==> src/rtl/i2c_seq_writer.sv <==
// I2C single-master register writer: START, address, register pointer, then
// up to MAX_BYTES streamed data bytes with slave ACK checking, then STOP.
module i2c_seq_writer #(
    parameter int CLK_DIV   = 125,
    parameter int MAX_BYTES = 10,
    parameter int CNT_W     = 4
) (
    input  logic             clk,
    input  logic             rst_n,
    input  logic             start,
    input  logic [6:0]       slave_addr,
    input  logic [7:0]       reg_addr,
    input  logic [CNT_W-1:0] count,
    input  logic [7:0]       data_in,
    input  logic             data_valid,
    output logic             data_ready,
    output logic             scl,
    output logic             sda_pull_low,
    input  logic             sda_in,
    output logic             busy,
    output logic             done,
    output logic             nack
);

    localparam int QW = (CLK_DIV > 1) ? $clog2(CLK_DIV) : 1;

    typedef enum logic [3:0] {
        IDLE, START, ADDR, ADDR_ACK, REG, REG_ACK,
        FETCH, DATA, DATA_ACK, STOP, DONE
    } state_t;

    state_t           state, state_nx;
    logic [QW-1:0]    q_cnt;
    logic [1:0]       phase;
    logic [2:0]       bit_cnt;
    logic [CNT_W-1:0] byte_cnt;
    logic [CNT_W-1:0] cnt_lat;
    logic [7:0]       shift;
    logic [7:0]       reg_lat;
    logic             ack_bit;
    logic             nack_q;

    logic timed, q_end, bit_end, is_ack, accept;

    assign timed   = state inside {START, ADDR, ADDR_ACK, REG, REG_ACK, DATA, DATA_ACK, STOP};
    assign is_ack  = state inside {ADDR_ACK, REG_ACK, DATA_ACK};
    assign q_end   = (q_cnt == QW'(CLK_DIV - 1));
    assign bit_end = timed && q_end && (phase == 2'd3);
    assign accept  = (state == IDLE) && start;

    assign busy = (state != IDLE);
    assign done = (state == DONE);
    assign nack = nack_q;

    always_ff @(posedge clk or negedge rst_n) begin
        if (!rst_n) begin
            state <= IDLE;
        end else begin
            state <= state_nx;
        end
    end

    // Bus levels are decoded from the state and quarter-phase so that reset
    // releases the bus immediately, with no STOP sequence.
    always_comb begin
        state_nx     = state;
        scl          = 1'b1;
        sda_pull_low = 1'b0;
        data_ready   = 1'b0;
        case (state)
            IDLE: begin
                if (start) state_nx = START;
            end
            START: begin
                scl          = (phase != 2'd3);
                sda_pull_low = phase[1];
                if (bit_end) state_nx = ADDR;
            end
            ADDR, REG, DATA: begin
                scl          = phase[1];
                sda_pull_low = ~shift[7];
                if (bit_end && bit_cnt == 3'd0) begin
                    case (state)
                        ADDR:    state_nx = ADDR_ACK;
                        REG:     state_nx = REG_ACK;
                        default: state_nx = DATA_ACK;
                    endcase
                end
            end
            ADDR_ACK: begin
                scl = phase[1];
                if (bit_end) state_nx = ack_bit ? STOP : REG;
            end
            REG_ACK: begin
                scl = phase[1];
                if (bit_end) state_nx = (ack_bit || cnt_lat == '0) ? STOP : FETCH;
            end
            DATA_ACK: begin
                scl = phase[1];
                if (bit_end) state_nx = (!ack_bit && byte_cnt < cnt_lat) ? FETCH : STOP;
            end
            FETCH: begin
                scl        = 1'b0;
                data_ready = 1'b1;
                if (data_valid) state_nx = DATA;
            end
            STOP: begin
                scl          = (phase != 2'd0);
                sda_pull_low = ~phase[1];
                if (bit_end) state_nx = DONE;
            end
            DONE: begin
                state_nx = IDLE;
            end
            default: state_nx = IDLE;
        endcase
    end

    always_ff @(posedge clk or negedge rst_n) begin
        if (!rst_n) begin
            q_cnt    <= '0;
            phase    <= 2'd0;
            bit_cnt  <= 3'd0;
            byte_cnt <= '0;
            cnt_lat  <= '0;
            shift    <= 8'h00;
            reg_lat  <= 8'h00;
            ack_bit  <= 1'b0;
            nack_q   <= 1'b0;
        end else if (accept) begin
            q_cnt    <= '0;
            phase    <= 2'd0;
            bit_cnt  <= 3'd7;
            byte_cnt <= '0;
            cnt_lat  <= (count > CNT_W'(MAX_BYTES)) ? CNT_W'(MAX_BYTES) : count;
            shift    <= {slave_addr, 1'b0};
            reg_lat  <= reg_addr;
            nack_q   <= 1'b0;
        end else if (timed) begin
            if (q_end) begin
                q_cnt <= '0;
                phase <= phase + 2'd1;
            end else begin
                q_cnt <= q_cnt + 1'b1;
            end
            // ACK is taken at the end of the first SCL-high quarter
            if (is_ack && phase == 2'd2 && q_end) ack_bit <= sda_in;
            if (bit_end) begin
                case (state)
                    ADDR, REG, DATA: begin
                        if (bit_cnt != 3'd0) begin
                            bit_cnt <= bit_cnt - 3'd1;
                            shift   <= shift << 1;
                        end
                    end
                    ADDR_ACK: begin
                        if (ack_bit) begin
                            nack_q <= 1'b1;
                        end else begin
                            shift   <= reg_lat;
                            bit_cnt <= 3'd7;
                        end
                    end
                    REG_ACK, DATA_ACK: begin
                        if (ack_bit) nack_q <= 1'b1;
                    end
                    default: ;
                endcase
            end
        end else if (state == FETCH && data_valid) begin
            shift    <= data_in;
            bit_cnt  <= 3'd7;
            byte_cnt <= byte_cnt + 1'b1;
        end
    end

endmodule

==> config.mk <==
export PLATFORM = sky130hd
export DESIGN_NAME = i2c_seq_writer
export DESIGN_NICKNAME = d
export VERILOG_FILES = /design/src/rtl/i2c_seq_writer.sv
export SDC_FILE = /design/constraint.sdc
export NUM_CORES = 1
export LEC_CHECK = 0
export ABC_CLOCK_PERIOD_IN_PS = 2000
export BUFFER_PORTS_ARGS = -buffer_cell sky130_fd_sc_hd__buf_4
export CAP_MARGIN = 20
export CORE_UTILIZATION = 30
export DETAILED_ROUTE_END_ITERATION = 10
export GPL_ROUTABILITY_DRIVEN = 1
export PLACE_DENSITY = 0.5
export SLEW_MARGIN = 20
export SYNTH_ARGS = -nofsm -noshare
export SYNTH_HDL_FRONTEND = slang
export SYNTH_SLANG_ARGS = --single-unit
==> constraint.sdc <==
create_clock -name clk -period 2 [get_ports clk]
set_input_delay 0 -clock clk [delete_from_list [all_inputs] [get_ports clk]]
set_output_delay 0 -clock clk [all_outputs]
set_load 0.02 [all_outputs]
==> results.cfg <==
[clocking]
ctsHtreeMaxLevel = 2
clkSlewWorstSetupHoldPaths_ns = 0.08
root_buffer = clkbuf_8
cts_made_buffers = 5
cts_tree = yes
cts_sinks = 42
clockBufferDepth = 2
clock_latency_ns = 0.29

[pwr]
p_per_area_nw_per_um2 = 1541
vdd.ir_drop.worst_mv = 0.6921
leakage_uw = 0.001778
finalPower_uw = 6061

[hold_path]
hp-class = input pin to flip-flop

[flow_run]
maxCapViolCount = 0

[drt]
wl_met1_um = 3703
route.detailed.drc = 0
drtIter0Drc = 213
met2RoutedLength_um = 3855
wl_met3_um = 324
wl_um = 7974
dr_total_vias = 2634
via_per_inst = 4.979
dr.max_layer_used = met4
dr.pass1.iters = 4
postRouteAntennaNets = 0
wl_per_cell_um = 15.07

[critical_path]
reg2reg_to = state[2]
cp-start-kind = flip-flop
crit_path_end_kind = flip-flop
r2r-start = state[0]
startpoint = state[0]
worstRegToRegCells = 7
required_ns = 2.17
cp_data_arrival_time_ns = 2.16
critPathCapture = state[2]
cp_max_fo = 5
reg2reg_slack_ns = 0.02
crit_type = flip-flop to flip-flop

[logic_synthesis]
ys_seq_area_share_pct = 36.76
syn_area_sq_um = 2859
synth-main-ff-cell = dfrtp_1
netlist_instances = 312
synth_edf_count = 0
synth_cell_types = 59
ys_warn_count = 0
ys_ff_latch = 42
async_flop_share_pct = 100.0
syn-num-nets = 355
avgSynthCellArea_sq_um = 9.163

[cells_and_area]
regArea_sq_um = 1056
nFillCells = 910
multi_input_area_sq_um = 1749
instances_no_fill = 529
num_antenna_cells = 0
drive_above_1_share_pct = 32.00
area_delta_synth_final_pct = 37.59
nets = 442

[placed_design]
dp.final_hpwl_um = 5636
pre_cts_ws_ns = -0.01893
dp.cells = 498
gp_congestion = 0.7961
portBuffers = 37

[floorplanning]
die_w_um = 99.62
initial_core_util_pct = 30.94
rows = 35
coreArea_sq_um = 9240
die_area_sq_um = 9924
io-pin-count = 38
die_h_um = 99.62

[timing]
fin_skew_ns = 0.007093
finalCritPeriodShare_pct = 99.16
setup_viol = 0
tightest_slew_ns = 0.5780
finalHoldViolCount = 0
max_freq_mhz = 504.2
layout_setup_ws_ns = 0.01682
period_minus_slack_ns = 1.983
relSlewSlack_pct = 61.47
slew_viol_final = 0

[global_route]
overflow = 0
grt_use_total_pct = 16.50
grt_pass1_vias = 2588
antenna_found_initial = 0
grt_max_degree = 43
grt_pass1_wl_um = 12900

[outcome]
status = finished clean
==> cell usage after synthesis (2+ instances only) <==
library cell | instances | area, sq um
dfrtp_1 | 42 | 1051
and2_1 | 2 | 12.51
mux2i_1 | 8 | 80.08
o21a_1 | 2 | 15.01
clkbuf_1 | 4 | 15.01
or3_1 | 5 | 31.28
nand2b_1 | 3 | 18.77
o31ai_1 | 4 | 30.03
a21oi_1 | 8 | 40.04
inv_1 | 13 | 48.80
o211ai_1 | 2 | 15.01
a211oi_1 | 3 | 22.52
o21ai_0 | 32 | 160.2
xnor2_1 | 3 | 26.28
a31oi_1 | 2 | 12.51
a21o_1 | 2 | 15.01
nor4_1 | 2 | 12.51
a21oi_2 | 2 | 17.52
nand2_1 | 46 | 172.7
ha_1 | 11 | 137.6
nor3b_1 | 3 | 22.52
nor2_1 | 17 | 63.81
o21ai_1 | 4 | 20.02
a222oi_1 | 7 | 70.07
nand3_1 | 4 | 20.02
nor3_1 | 8 | 40.04
nor2b_1 | 2 | 12.51
mux2_4 | 10 | 150.1
nand3b_1 | 4 | 30.03
xor2_1 | 2 | 17.52
o22a_1 | 7 | 61.31
and2b_1 | 2 | 15.01
a22oi_1 | 3 | 22.52
o2bb2ai_1 | 2 | 17.52
buf_4 | 2 | 15.01
nand3_2 | 3 | 30.03
o21bai_1 | 2 | 15.01
buf_6 | 3 | 33.78
and3_1 | 3 | 18.77
o21ai_2 | 2 | 17.52
buf_2 | 8 | 40.04
==> cell families (layout without fill, tap and decap cells) <==
family	Yosys count	after routing	share of synthesized area, %
AOI/OAI and AO/OA	91	91	22.32
buffers and inverters	31	119	5.470
and+or+nand+nor	112	112	20.26
adders and majority gates	11	11	4.814
DFF	42	42	36.76
xor gates and xnor gates	5	5	1.532
muxes	20	20	8.840
==> per-layer routing <==
layer	vias to the layer above	global-route usage, %
met5	-	0
li1	1312	-
met3	8	2.881
met1	1268	23.05
met4	0	4.072
met2	46	26.44
==> worst max-delay path: stages (launching register included) <==
cell     delay (ns)
dfrtp_2        0.47
buf_4          0.16
buf_4          0.13
or2_0          0.22
a21o_1         0.21
a32oi_2        0.25
nand3_2        0.11
mux2_1         0.32
==> state kept, by name, indices dropped and copies added (netlist names) <==
register	flops
state	4
shift	8
phase	2
nack	1
byte_cnt	4
q_cnt	7
cnt_lat	4
ack_bit	1
bit_cnt	3
reg_lat	8
==> worst min path at each step <==
stage / startpoint / slack, ns / end / depth (start not counted)
final: data_in[3] / 0.10 / shift[3] / 4
after global routing: data_in[2] / 0.10 / shift[2] / 4
after floorplan: rst_n / -0.30 / ack_bit / 0
after detailed placement: rst_n / 0.04 / q_cnt[3] / 1
after global placement: rst_n / 0.04 / shift[5] / 1
after CTS: data_in[3] / 0.09 / shift[3] / 4
==> timing repair <==
item	4_1_cts	5_1_grt
endpoints found under the hold margin	56	0
gates cloned	0	1
pin swaps	0	3
gates resized for setup	7	26
setup buffers	0	7
hold buffers	15	0
setup endpoints to repair	12	20
==> cell type report <==
class                   instances  share of cell area (%)
multi-input cells             239                   44.47
flip-flops and latches         42                   26.84
repair buffers                 97                   20.93
well taps                     129                   4.103
clock buffers                   7                   2.195
inverters                      14                   1.336
clock inverters                 1                  0.1272
==> per-stage QoR <==
step	setup TNS (ns)	hold WS, ns	util [%]	area (sq um)
3_5_place_dp	-0.03047	0.04448	37.85	3497
2_1_floorplan	0	-0.2956	-	2859
5_1_grt	-0.08683	0.1047	42.57	3934
6_report	0	0.1043	42.57	3934
3_3_place_gp	0	0.04253	37.85	3497
4_1_cts	0	0.08826	40.87	3776
==> placed cells by master, fill, tap and decap left out, drive strengths merged, types with 2 or more instances in the layout <==
master | synthesis | layout
buf | 13 | 81
nand2 | 46 | 46
dfrtp | 42 | 42
o21ai | 38 | 38
nor2 | 17 | 17
dlygate4sd3 | 0 | 15
inv | 14 | 14
mux2 | 12 | 12
ha | 11 | 11
a21oi | 10 | 10
mux2i | 8 | 8
clkbuf | 4 | 8
nor3 | 8 | 8
o22a | 7 | 7
a222oi | 7 | 7
nand3 | 7 | 7
or3 | 5 | 5
nand3b | 4 | 4
o31ai | 4 | 4
nand2b | 3 | 3
a22oi | 3 | 3
and3 | 3 | 3
a211oi | 3 | 3
nor3b | 3 | 3
nor4 | 3 | 3
o211ai | 3 | 3
xnor2 | 3 | 3
and2b | 2 | 2
a21o | 2 | 2
a31oi | 2 | 2
xor2 | 2 | 2
o2bb2ai | 2 | 2
o21bai | 2 | 2
and2 | 2 | 2
nor2b | 2 | 2
o21a | 2 | 2
==> power breakdown <==
group          switching (uW)  internal (uW)
registers                 296           1160
clock network             297            279
logic                    1960           2060
Note: power is estimated with default switching activity, not from simulation.
